### src/rtl/mode4_exp_accum_pkg.sv
// rtl/mode4_exp_accum_pkg.sv - shared FP16 format macros, FSM encodings and constants for the mode-4 accumulator
`ifndef MODE4_DEFINES_SV
`define MODE4_DEFINES_SV
`define DATAWIDTH 16
`define MANTISSA 10
`define EXPONENT 5
`define IEEE_COMPLIANCE 1
`define MODE4_LATENCY 4
`define M4_IDLE 2'd0
`define M4_RUN 2'd1
`define M4_DRAIN 2'd2
`endif

package mode4_exp_accum_pkg;

  typedef enum logic [1:0] {
    M4_ST_IDLE  = `M4_IDLE,
    M4_ST_RUN   = `M4_RUN,
    M4_ST_DRAIN = `M4_DRAIN
  } m4_state_e;

  // drain counter is loaded so the row completes exactly MODE4_LATENCY cycles after the last group
  localparam logic [1:0] DRAIN_LOAD = 2'(`MODE4_LATENCY - 1);
  localparam logic [`DATAWIDTH-1:0] FP_ZERO = '0;

  // disabled lanes contribute +0 so they never perturb the sum
  function automatic logic [`DATAWIDTH-1:0] mask_lane(input logic en, input logic [`DATAWIDTH-1:0] v);
    return en ? v : FP_ZERO;
  endfunction

endpackage

### src/rtl/mode4_add_tree4.sv
// rtl/mode4_add_tree4.sv - registered 4-to-1 FP adder tree, fixed order ((0+1)+(2+3))
module mode4_add_tree4
  import mode4_exp_accum_pkg::*;
(
  input  logic                  clk,
  input  logic                  reset,
  input  logic                  in_valid,
  input  logic [3:0]            lane_mask,
  input  logic [`DATAWIDTH-1:0] in0,
  input  logic [`DATAWIDTH-1:0] in1,
  input  logic [`DATAWIDTH-1:0] in2,
  input  logic [`DATAWIDTH-1:0] in3,
  output logic [`DATAWIDTH-1:0] sum,
  output logic                  sum_valid
);
  logic [`DATAWIDTH-1:0] s1_0, s1_1, s1_2, s1_3, s2_a, s2_b;
  logic [`DATAWIDTH-1:0] add01, add23, add_ab;
  logic                  s1_valid, s2_valid;

  mode4_fp_add #(.SIG_WIDTH(`MANTISSA), .EXP_WIDTH(`EXPONENT)) u_add01 (.a(s1_0), .b(s1_1), .z(add01));
  mode4_fp_add #(.SIG_WIDTH(`MANTISSA), .EXP_WIDTH(`EXPONENT)) u_add23 (.a(s1_2), .b(s1_3), .z(add23));
  mode4_fp_add #(.SIG_WIDTH(`MANTISSA), .EXP_WIDTH(`EXPONENT)) u_addab (.a(s2_a), .b(s2_b), .z(add_ab));

  // three register stages: masked capture, pair sums, group sum
  always_ff @(posedge clk) begin
    if (reset) begin
      s1_0 <= '0; s1_1 <= '0; s1_2 <= '0; s1_3 <= '0;
      s2_a <= '0; s2_b <= '0; sum <= '0;
      s1_valid <= 1'b0; s2_valid <= 1'b0; sum_valid <= 1'b0;
    end else begin
      s1_0      <= mask_lane(lane_mask[0], in0);
      s1_1      <= mask_lane(lane_mask[1], in1);
      s1_2      <= mask_lane(lane_mask[2], in2);
      s1_3      <= mask_lane(lane_mask[3], in3);
      s1_valid  <= in_valid;
      s2_a      <= add01;
      s2_b      <= add23;
      s2_valid  <= s1_valid;
      sum       <= add_ab;
      sum_valid <= s2_valid;
    end
  end
endmodule

### src/rtl/mode4_fp_add.sv
// rtl/mode4_fp_add.sv - combinational IEEE binary float adder, round to nearest even
module mode4_fp_add #(
  parameter int SIG_WIDTH = 10,
  parameter int EXP_WIDTH = 5
) (
  input  logic [SIG_WIDTH+EXP_WIDTH:0] a,
  input  logic [SIG_WIDTH+EXP_WIDTH:0] b,
  output logic [SIG_WIDTH+EXP_WIDTH:0] z
);
  localparam int MAGW = SIG_WIDTH + EXP_WIDTH;
  localparam int W    = SIG_WIDTH + 4;
  localparam int SHW  = W + (1 << EXP_WIDTH);
  localparam logic [EXP_WIDTH:0] EMAX = (EXP_WIDTH+1)'((1 << EXP_WIDTH) - 1);

  logic [MAGW:0]        x, y;
  logic [EXP_WIDTH-1:0] ex_f, ey_f, ex, ey, d;
  logic [SIG_WIDTH:0]   mx, my;
  logic [SHW-1:0]       sh;
  logic [W-1:0]         x_al, y_al, n;
  logic [W:0]           sum;
  logic [EXP_WIDTH:0]   e;
  logic [MAGW:0]        rw;
  logic                 inc, nan_a, nan_b, inf_a, inf_b;
  int                   lz, sft;

  function automatic int clz(input logic [W-1:0] v);
    int r;
    r = W;
    for (int i = 0; i < W; i++) if (v[i]) r = W - 1 - i;
    return r;
  endfunction

  // align the smaller operand with guard/round/sticky, add, normalize, round, then override specials
  always_comb begin
    x     = (b[MAGW-1:0] > a[MAGW-1:0]) ? b : a;
    y     = (b[MAGW-1:0] > a[MAGW-1:0]) ? a : b;
    ex_f  = x[MAGW-1:SIG_WIDTH];
    ey_f  = y[MAGW-1:SIG_WIDTH];
    ex    = (ex_f == '0) ? EXP_WIDTH'(1) : ex_f;
    ey    = (ey_f == '0) ? EXP_WIDTH'(1) : ey_f;
    mx    = {ex_f != '0, x[SIG_WIDTH-1:0]};
    my    = {ey_f != '0, y[SIG_WIDTH-1:0]};
    d     = ex - ey;
    sh    = {my, {(SHW-SIG_WIDTH-1){1'b0}}} >> d;
    y_al  = {sh[SHW-1 -: W-1], sh[SHW-W] | (|sh[SHW-W-1:0])};
    x_al  = {mx, 3'b000};
    sum   = (x[MAGW] == y[MAGW]) ? ({1'b0, x_al} + {1'b0, y_al}) : ({1'b0, x_al} - {1'b0, y_al});
    lz    = clz(sum[W-1:0]);
    sft   = (lz < int'(ex) - 1) ? lz : int'(ex) - 1;
    if (sum[W]) begin
      n = {sum[W:2], sum[1] | sum[0]};
      e = {1'b0, ex} + (EXP_WIDTH+1)'(1);
    end else begin
      n = sum[W-1:0] << sft;
      e = {1'b0, ex} - (EXP_WIDTH+1)'(sft);
    end
    inc   = n[2] & (n[1] | n[0] | n[3]);
    rw    = {(n[W-1] ? e : '0), n[W-2:3]} + (MAGW+1)'(inc);
    nan_a = (a[MAGW-1:SIG_WIDTH] == '1) && (a[SIG_WIDTH-1:0] != '0);
    nan_b = (b[MAGW-1:SIG_WIDTH] == '1) && (b[SIG_WIDTH-1:0] != '0);
    inf_a = (a[MAGW-1:SIG_WIDTH] == '1) && (a[SIG_WIDTH-1:0] == '0);
    inf_b = (b[MAGW-1:SIG_WIDTH] == '1) && (b[SIG_WIDTH-1:0] == '0);
    z     = {x[MAGW], rw[MAGW-1:0]};
    if (rw[MAGW:SIG_WIDTH] >= EMAX) z = {x[MAGW], {EXP_WIDTH{1'b1}}, {SIG_WIDTH{1'b0}}};
    if (nan_a || nan_b || (inf_a && inf_b && (a[MAGW] != b[MAGW])))
      z = {1'b0, {EXP_WIDTH{1'b1}}, 1'b1, {(SIG_WIDTH-1){1'b0}}};
    else if (inf_a) z = a;
    else if (inf_b) z = b;
    else if (sum == '0) z = {a[MAGW] & b[MAGW], {MAGW{1'b0}}};
  end
endmodule

### src/rtl/mode4_exp_accum.sv
// rtl/mode4_exp_accum.sv - row accumulator of 4-lane exponent groups producing the softmax denominator
module mode4_exp_accum
  import mode4_exp_accum_pkg::*;
#(
  parameter int CNTWIDTH = 16
) (
  input  logic                  clk,
  input  logic                  reset,
  input  logic                  start,
  input  logic                  inp_valid,
  input  logic                  inp_last,
  input  logic [3:0]            lane_mask,
  input  logic [`DATAWIDTH-1:0] inp0,
  input  logic [`DATAWIDTH-1:0] inp1,
  input  logic [`DATAWIDTH-1:0] inp2,
  input  logic [`DATAWIDTH-1:0] inp3,
  output logic [`DATAWIDTH-1:0] outp,
  output logic                  outp_valid,
  output logic                  busy,
  output logic [CNTWIDTH-1:0]   group_count
);
  m4_state_e             state;
  logic [1:0]            drain_cnt;
  logic [`DATAWIDTH-1:0] acc, tree_sum, acc_sum;
  logic                  tree_valid, accept;

  assign accept = (state == M4_ST_RUN) && inp_valid;
  assign busy   = (state != M4_ST_IDLE);

  mode4_add_tree4 u_tree (
    .clk(clk), .reset(reset), .in_valid(accept), .lane_mask(lane_mask),
    .in0(inp0), .in1(inp1), .in2(inp2), .in3(inp3),
    .sum(tree_sum), .sum_valid(tree_valid)
  );

  mode4_fp_add #(.SIG_WIDTH(`MANTISSA), .EXP_WIDTH(`EXPONENT)) u_acc_add (.a(acc), .b(tree_sum), .z(acc_sum));

  // row FSM, accumulator in arrival order, group counter and registered row result
  always_ff @(posedge clk) begin
    if (reset) begin
      state       <= M4_ST_IDLE;
      drain_cnt   <= '0;
      acc         <= FP_ZERO;
      outp        <= FP_ZERO;
      outp_valid  <= 1'b0;
      group_count <= '0;
    end else begin
      outp_valid <= 1'b0;
      if (tree_valid) acc <= acc_sum;
      case (state)
        M4_ST_IDLE: begin
          if (start) begin
            state       <= M4_ST_RUN;
            acc         <= FP_ZERO;
            group_count <= '0;
          end
        end
        M4_ST_RUN: begin
          if (inp_valid) begin
            group_count <= group_count + CNTWIDTH'(1);
            if (inp_last) begin
              state     <= M4_ST_DRAIN;
              drain_cnt <= DRAIN_LOAD;
            end
          end
        end
        M4_ST_DRAIN: begin
          drain_cnt <= drain_cnt - 2'd1;
          if (drain_cnt == 2'd1) begin
            state      <= M4_ST_IDLE;
            outp       <= acc_sum;
            outp_valid <= 1'b1;
          end
        end
        default: state <= M4_ST_IDLE;
      endcase
    end
  end
endmodule

### config.mk
export PLATFORM = sky130hd
export DESIGN_NAME = mode4_exp_accum
export DESIGN_NICKNAME = d
export VERILOG_FILES = /design/src/rtl/mode4_exp_accum_pkg.sv /design/src/rtl/mode4_add_tree4.sv /design/src/rtl/mode4_fp_add.sv /design/src/rtl/mode4_exp_accum.sv
export SDC_FILE = /design/constraint.sdc
export NUM_CORES = 1
export LEC_CHECK = 0
export ABC_AREA = 0
export ABC_CLOCK_PERIOD_IN_PS = 14100
export CAP_MARGIN = 40
export CORE_ASPECT_RATIO = 0.8
export CORE_UTILIZATION = 45
export DETAILED_ROUTE_END_ITERATION = 7
export SLEW_MARGIN = 10
export SYNTH_ARGS = -nofsm -noshare
export SYNTH_HDL_FRONTEND = slang
export SYNTH_SLANG_ARGS = --single-unit
### constraint.sdc
create_clock -name clk -period 14.1 [get_ports clk]
set_input_delay 2.82 -clock clk [delete_from_list [all_inputs] [get_ports clk]]
set_output_delay 2.82 -clock clk [all_outputs]
set_load 0.1 [all_outputs]
### Word-level counts from Yosys, hierarchy flattened

Cells that the tools add are included.

* add/subtract/negate cells: 30
* shifts and indexed selects: 8
* muxes and demuxes: 127
* equal/unequal tests: 23
* order comparisons: 12
* reductions and logical operators: 89
* bitwise gates (word level): 29

Operators with widths (number)
* two-way mux 32 bit: 43
* two-way mux 16 bit: 26
* >> shifter 46 x 5 -> 46 bit: 4
* two-way mux 15 bit: 11
* OR reduction 32 bit: 4
* << shifter 14 x 32 -> 14 bit: 4
* less-than comparator 32 bit: 3
* zero test 10 bit: 8
* nonzero test 10 bit: 8
* adder 16 x 1 -> 16 bit: 4
* adder 14 x 14 -> 15 bit: 4
* greater-than comparator 15 bit: 4
* zero test 15 bit: 4
* subtractor 14 x 14 -> 15 bit: 4
* two-way mux 14 bit: 4
* two-way mux 6 bit: 8
* equality test 5 bit (second input constant): 8
* zero test 5 bit: 8
* two-way mux 5 bit: 8
* nonzero test 5 bit: 8
* less-than comparator 5 x 32 -> 1 bit: 1
* two-way mux 4 bit: 8
* one-hot mux 16 bit (2 select lines): 1
* logical AND 1 bit: 25
* other kinds (27): 108

* bits in registers: 168

### Depth between registers and ports, before layout

Gate-level depths: netlist of the first run.

* depth after elaboration: 41
* gate-level depth with buffers: 68

### By module

From an unflattened synthesis of the first run, not the netlist that was laid out.

* cells, all modules: 4433
* area total of the unflattened synthesis: 31280.0 um2

Modules (own cells, without submodules)
* mode4_fp_add at u_acc_add ...: times used 3, area each 6501.2 um2, cells an instance 994
* mode4_fp_add at u_tree.u_add01: times used 1, area each 6396.1 um2, cells an instance 968
* mode4_add_tree4: times used 1, area each 3294.4 um2, cells an instance 246
* mode4_exp_accum: times used 1, area each 2085.8 um2, cells an instance 237

### Worst setup path after synthesis of the first run

Ideal clock, no wire load.

* path kind: register to register
* start point: register acc[13]
* end point: register outp[11]
* required time: 13962 ps
* slack: 1561 ps
* clock period less this slack: 12539 ps
* arrival time: 12401 ps
* setup time: 138 ps
* cell stages (with the launch flop): 64
* path through: dfxtp_1 -> inv_1 -> ha_1 -> nand4_4 -> nor2_1 -> o31ai_2 -> a21oi_4 -> clkbuf_1 -> nor2_1 -> a21oi_1 -> and3_1 -> nand3_1 -> nand2_1 -> inv_1 -> ha_1 -> fa_1 -> clkbuf_1 -> inv_1 -> (+28 left out) -> a32oi_4 -> mux2_4 -> inv_2 -> buf_4 -> ha_1 -> a21boi_0 -> xnor2_1 -> ha_1 -> a21o_1 -> a21o_1 -> a21oi_1 -> xnor2_1 -> nand3_1 -> nor4_2 -> mux2i_1 -> nand2_1 -> a21oi_1 -> a211oi_1

* cells in the longest elaborated chain, start to end: 38
* elaborated cells between the ends (all ways): 59

Ends and longest elaborated chain
* start: declaration: RTL line mode4_exp_accum.sv:24 `` logic [`DATAWIDTH-1:0] acc, tree_sum, acc_sum; ``
* start signal: assignment: RTL line mode4_exp_accum.sv:49 `if (tree_valid) acc <= acc_sum;`
* greater-than comparator 15 bit: RTL line mode4_fp_add.sv:35, mode4_fp_add.sv:36
* two-way mux 16 bit, on equally long branches: RTL line mode4_fp_add.sv:35, mode4_fp_add.sv:36
* zero test 5 bit, on equally long branches: RTL line mode4_fp_add.sv:39, mode4_fp_add.sv:40
* two-way mux 5 bit, on equally long branches: RTL line mode4_fp_add.sv:39, mode4_fp_add.sv:40
* subtractor 5 bit: RTL line mode4_fp_add.sv:43 `d = ex - ey;`
* >> shifter 46 x 5 -> 46 bit: RTL line mode4_fp_add.sv:44 `sh = {my, {(SHW-SIG_WIDTH-1){1'b0}}} >> d;`
* OR reduction 32 bit: RTL line mode4_fp_add.sv:45 `y_al = {sh[SHW-1 -: W-1], sh[SHW-W] | (|sh[SHW-W-1:0])};`
* OR 1 bit: RTL line mode4_fp_add.sv:45
* (+22 left out)
* AND 1 bit: RTL line mode4_fp_add.sv:57 `inc = n[2] & (n[1] | n[0] | n[3]);`
* adder 16 x 1 -> 16 bit: RTL line mode4_fp_add.sv:58 `rw = {(n[W-1] ? e : '0), n[W-2:3]} + (MAGW+1)'(inc);`
* >= comparator 6 x 5 -> 1 bit: RTL line mode4_fp_add.sv:64 `if (rw[MAGW:SIG_WIDTH] >= EMAX) z = {x[MAGW], {EXP_WIDTH{1'b1}}, {SIG_WIDTH{1'b0}}};`
* two-way mux 15 bit: RTL line mode4_fp_add.sv:64
* two-way mux 16 bit: RTL line mode4_fp_add.sv:69 `else if (sum == '0) z = {a[MAGW] & b[MAGW], {MAGW{1'b0}}};`
* two-way mux 16 bit: RTL line mode4_fp_add.sv:68 `else if (inf_b) z = b;`
* two-way mux 16 bit: RTL line mode4_fp_add.sv:67 `else if (inf_a) z = a;`
* two-way mux 16 bit *: RTL line mode4_fp_add.sv:65 `if (nan_a || nan_b || (inf_a && inf_b && (a[MAGW] != b[MAGW])))`
* end signal: assignment: RTL line mode4_exp_accum.sv:71 `outp <= acc_sum;`
* end: declaration: RTL line mode4_exp_accum.sv:17 `` output logic [`DATAWIDTH-1:0] outp, ``

Mark *: on every way between the ends. The rest lies on a longest branch, timed or not.
A chain may end at the register's enable or synchronous reset.

### Worst setup path in the final report of the first run

* start point: register acc[14]
* end point: register outp[9]

The elaborated chain is that of the path after synthesis.

==> flow_summary.json, run 1 <==
{
  "status": "complete, no violations",
  "reg2reg_slack_ps": 930,
  "critPathCaptureType": "register",
  "dr_wl_met3_mm": 9.09,
  "antenna_found_initial": 1,
  "hold_depth": 1,
  "register_area_sq_mm": 0.00336,
  "relSlewSlack_pct": 29.8,
  "drt_iter0_drc": 3536,
  "path_buf_inv": 10,
  "synth_edf_count": 0,
  "io_buffers": 106,
  "cts_tree": "done",
  "layout_commonest_cell": "nand2_1",
  "synth_cell_types": 147,
  "clk_pin_slew_ps": 80,
  "cts_buffers": 17,
  "synth_flop_cell": "dfxtp_1",
  "grt_pass1_vias": 27600,
  "multi_input_area_sq_mm": 0.0234,
  "regToRegStartpoint": "acc[14]$_SDFF_PP0_",
  "finalInstanceArea_sq_mm": 0.0323,
  "grt_max_degree": 38,
  "drive_gt1_share_pct": 12.4,
  "postCtsHoldBufs": 0,
  "cts_sinks": 168,
  "crit_fanout": 19,
  "gp_congestion": 1.01,
  "viasPerCell": 6.29,
  "yosysWarnings": 0,
  "cp_data_required_time_ps": 14440,
  "min_path_type": "register to register",
  "wl_met2_mm": 40.3,
  "worstPathArrival_ps": 13510,
  "worst_pin_slew_ps": 1040,
  "syn_area_sq_mm": 0.0283,
  "reg2reg_depth": 55,
  "ys_async_sr_fraction_pct": 0,
  "initial_core_util_pct": 45.9,
  "num_rows": 81,
  "fmax_ghz": 0.0759,
  "wl_mm": 98.7,
  "wl_met1_mm": 47.4,
  "final_nets": 4345,
  "fin_crit_ps": 13170,
  "synth_seq_cells": 168,
  "n_fill_cell": 6062,
  "dpl_worst_slack_ps": 569,
  "first_pass_iters": 6,
  "crit_path_top_delay_cell": "fa_2",
  "ys_seq_area_share_pct": 11.9,
  "grt_pass1_wl_mm": 155,
  "wl_per_cell_microns": 20.2,
  "die_area_sq_mm": 0.0640,
  "grt-ovfl-total": 0,
  "slew_violations": 0,
  "hpwl_mm": 79.3,
  "critPathMaxStageDelay_ps": 650,
  "finalSetupViolations": 0,
  "final_antenna_net_count": 0,
  "grt_use_total_pct": 30.3,
  "critPathLaunch": "acc[14]$_SDFF_PP0_",
  "vias": 30700,
  "dpl-instance-area_sq_mm": 0.0314,
  "core-area_sq_mm": 0.0617,
  "drc": 0,
  "synth_nets": 4196,
  "syn_area_per_cell_sq_um": 7.28,
  "die_h_microns": 226,
  "critPathMostFrequentCell": "buf_4",
  "maxCapViolations": 0,
  "top_layer": "met4",
  "crit_family": "simple AND/OR/NAND/NOR gates",
  "fin_crit_sh_pct": 93.4,
  "cp-start-kind": "register",
  "synthCells": 3892,
  "die_w_microns": 283,
  "hold_violations": 0,
  "final_cell_mix": "nand2_1 (357), nor2_1 (341), a21oi_1 (275)",
  "worstSetupPathType": "register to register",
  "synthToLayoutAreaGrowth_pct": 13.8,
  "htreeDepth": 4,
  "r2r-end": "outp[9]$_SDFFE_PP0P_",
  "crit_end": "outp[9]$_SDFFE_PP0P_",
  "fin_tns_setup_ps": 0,
  "finClkSkew_ps": 16.0,
  "cp_num_cells": 55,
  "io_pins": 107,
  "timing.final.ws_setup_ps": 930,
  "clockRootBuffer": "clkbuf_16",
  "fin_util_pct": 52.3,
  "insertion_delay_ps": 490,
  "clockBufferDepth": 2
}
worst min path at each step:
stage | from | endpoint
after floorplan | u_tree.s1_valid$_SDFF_PP0_ | u_tree.s2_valid$_SDFF_PP0_
after global placement | u_tree.s2_valid$_SDFF_PP0_ | u_tree.sum_valid$_SDFF_PP0_
after detailed placement | u_tree.s2_valid$_SDFF_PP0_ | u_tree.sum_valid$_SDFF_PP0_
after CTS | u_tree.s1_valid$_SDFF_PP0_ | u_tree.s2_valid$_SDFF_PP0_
after global routing | u_tree.s1_valid$_SDFF_PP0_ | u_tree.s2_valid$_SDFF_PP0_
final | u_tree.s1_valid$_SDFF_PP0_ | u_tree.s2_valid$_SDFF_PP0_
per-layer routing:
layer / up-vias / GRT usage, %
met3: 132 / 6.49
met5: - / 0
met4: 0 / 7.06
met1: 14300 / 45.5
met2: 1430 / 43.2
li1: 14900 / -
final cells by class:
| class | count | area share [%] |
|---|---|---|
| clock buffer | 18 | 1.33 |
| multi-input combinational | 3293 | 72.6 |
| timing repair inverter | 1 | 0.0155 |
| antenna | 1 | 0.00776 |
| timing repair buffer | 292 | 8.83 |
| inverter | 268 | 3.13 |
| clock inverter | 14 | 0.465 |
| tap | 830 | 3.22 |
| sequential | 168 | 10.4 |
metrics by stage:
stage	hold slack (ps)	instances
global placement	430	4795
global route	465	4885
detailed placement	436	4837
CTS	457	4869
finish	451	4885
floorplan	414	3892
cells by family after synthesis:
kind of cell	share of synthesized area [%]
flip-flops	11.9
AO/OA/AOI/OAI	30.6
buffers and inverters	6.14
adder cells (fa/ha/maj)	10.6
AND/OR/NAND/NOR	26.7
XOR/XNOR	5.27
multiplexers	8.85
Yosys cell counts, drive strengths merged, types with 36 or more instances:
library cell | count | area share, %
and3 | 52 | 1.2
nand2b | 37 | 0.82
or2 | 42 | 0.93
mux2i | 139 | 5.1
nand2 | 364 | 4.9
buf | 58 | 1.2
o211ai | 52 | 1.4
a211oi | 77 | 2.1
dfxtp | 168 | 12
ha | 220 | 9.7
nand4 | 63 | 1.6
nor4 | 71 | 2.0
clkbuf | 105 | 1.4
a21o | 67 | 1.8
nor2 | 349 | 4.6
xor2 | 61 | 1.9
nand3 | 132 | 2.4
nor3 | 110 | 2.0
o21ai | 245 | 4.4
and2 | 120 | 2.6
a31oi | 52 | 1.2
inv | 263 | 3.5
xnor2 | 108 | 3.4
a21oi | 288 | 5.2
o21bai | 36 | 0.97
what timing repair did:
action,in CTS,in global routing
resized for setup,0,44
buffers inserted,0,14
setup endpoints to repair,0,71
state kept, by name, summed over array words and instances, names as in the netlist:
signal,cells
u_tree.sum_valid,1
u_tree.sum,16
u_tree.s1_1,16
group_count,16
u_tree.s1_valid,1
u_tree.s2_b,16
state,2
outp_valid,1
acc,16
u_tree.s1_2,16
outp,16
u_tree.s1_0,16
u_tree.s2_valid,1
u_tree.s1_3,16
u_tree.s2_a,16
drain_cnt,2
Power of run 1 is left out: the tool's default activity adds up to more than one toggle a clock period on the data nets, which glitch-free logic cannot reach.
==> inputs of run 2 (changes only) <==
--- a/config.mk
+++ b/config.mk
@@ -8,9 +8,10 @@
 export ABC_AREA = 0
 export ABC_CLOCK_PERIOD_IN_PS = 14100
 export CAP_MARGIN = 40
-export CORE_ASPECT_RATIO = 0.8
+export CORE_ASPECT_RATIO = 1.75
 export CORE_UTILIZATION = 45
 export DETAILED_ROUTE_END_ITERATION = 7
+export SETUP_SLACK_MARGIN = 0.5
 export SLEW_MARGIN = 10
 export SYNTH_ARGS = -nofsm -noshare
 export SYNTH_HDL_FRONTEND = slang
==> flow_summary.json, run 2 (synthesis gave the netlist of run 1 again) <==
{
  "gp_congestion": 1.02,
  "drc": 0,
  "final_antenna_net_count": 0,
  "postCtsHoldBufs": 0,
  "cts_buffers": 17,
  "final_nets": 4413,
  "finalSetupViolations": 0,
  "crit_path_top_delay_cell": "o41a_1",
  "critPathMostFrequentCell": "ha_1",
  "first_pass_iters": 6,
  "layout_commonest_cell": "nand2_1",
  "critPathLaunch": "u_tree.s1_2[1]$_SDFF_PP0_",
  "n_fill_cell": 6236,
  "die_w_microns": 192,
  "clk_pin_slew_ps": 80,
  "min_path_type": "register to register",
  "worstPathArrival_ps": 13310,
  "maxCapViolations": 0,
  "worstSetupPathType": "register to register",
  "cp_data_required_time_ps": 14410,
  "worstHoldStart": "u_tree.s2_valid$_SDFF_PP0_",
  "fmax_ghz": 0.0769,
  "drive_gt1_share_pct": 14.9,
  "insertion_delay_ps": 460,
  "htreeDepth": 4,
  "core-area_sq_mm": 0.0622,
  "worst_pin_slew_ps": 983,
  "rsz0062_at_grt": "false",
  "io_pins": 107,
  "initial_core_util_pct": 45.6,
  "cp-start-kind": "register",
  "grt_use_total_pct": 35.2,
  "synthToLayoutAreaGrowth_pct": 16.3,
  "grt_pass1_wl_mm": 175,
  "die_h_microns": 334,
  "viasPerCell": 6.47,
  "critPathMaxStageDelay_ps": 510,
  "cts_tree": "done",
  "fin_crit_ps": 13000,
  "vias": 31900,
  "hold_violations": 0,
  "status": "complete, no violations",
  "crit_fanout": 16,
  "num_rows": 121,
  "fin_tns_setup_ps": 0,
  "hpwl_mm": 92.5,
  "antenna_found_initial": 5,
  "clockBufferDepth": 2,
  "wl_per_cell_microns": 23.2,
  "slew_violations": 0,
  "drt_iter0_drc": 2151,
  "finClkSkew_ps": 25.3,
  "die_area_sq_mm": 0.0640,
  "clockRootBuffer": "clkbuf_16",
  "wl_mm": 114,
  "grt_pass1_vias": 31300,
  "io_buffers": 106,
  "grt-ovfl-total": 0,
  "regToRegStartpoint": "u_tree.s1_2[1]$_SDFF_PP0_",
  "cts_sinks": 168,
  "relSlewSlack_pct": 34.3,
  "fin_crit_sh_pct": 92.2,
  "critPathCaptureType": "register",
  "grt_max_degree": 50,
  "final_cell_mix": "nand2_1 (357), nor2_1 (337), a21oi_1 (269)"
}
==> run 2: changes by cell type in the layout (fill, tap and decap cells not counted), moves of 5 or more <==
cell / before / now
a21oi_1: 275 / 269
dfxtp_1: 168 / 160
buf_4: 148 / 209
dfxtp_2: 0 / 7
buf_2: 2 / 7
a21oi_2: 10 / 16
==> run 2: area by class of cell <==
cell class,instances,area [sq um],share of cell area [%]
Timing Repair Buffer,360,3300,10.0
Clock inverter,15,201,0.611
Antenna cell,5,12.5,0.0380
Tap cell,799,1000,3.03
Multi-Input combinational cell,3294,23600,71.7
Sequential cell,168,3380,10.2
Clock buffer,17,425,1.29
Inverter,268,1010,3.07
==> run 2: timing repair <==
item                                    CTS  global route
endpoints found under the setup margin   20            75
setup buffers                             0            30
resized for setup                         5            93
pin swaps                                 0            16
cloned                                    0             1
==> run 2: path summary, 6_finish.rpt <==
check	slack (ps)	cells after the start	end
setup / recovery	1100	48	u_tree.s2_b[2]$_SDFF_PP0_
hold / removal	430	1	u_tree.sum_valid$_SDFF_PP0_
setup reg to reg	1100	48	u_tree.s2_b[2]$_SDFF_PP0_
hold reg to reg	430	1	u_tree.sum_valid$_SDFF_PP0_
==> run 2: worst max-delay path: cells and delay by family (launching register included) <==
family / cells / cell delay (ps)
AOI/OAI and AO/OA: 23 / 6250
xor gates and xnor gates: 2 / 600
adders and majority gates: 5 / 1600
buffers and inverters: 4 / 660
DFF: 1 / 460
muxes: 3 / 970
and+or+nand+nor: 11 / 2260
==> run 2: routing by layer <==
layer	GRT usage (%)	wire, microns
met1	31.9	37300
met2	66.3	60200
met3	5.62	5240
met4	30.8	11600
met5	0	0
==> run 2: stage by stage <==
| stage | std cells | hold WS [ps] | cell area [sq um] | worst slack, ps | util, % |
|---|---|---|---|---|---|
| after detailed placement | 4851 | 426 | 31700 | 103 | 50.9 |
| final | 4926 | 429 | 33000 | 1100 | 53.0 |
| after global placement | 4808 | 420 | 31000 | 45.6 | 49.8 |
| after floorplan | 3892 | 414 | 28300 | 1560 | - |
| after CTS | 4883 | 436 | 32300 | 541 | 51.9 |
| after global routing | 4926 | 457 | 33000 | 484 | 53.0 |
Power of run 2 is left out for the same reason.
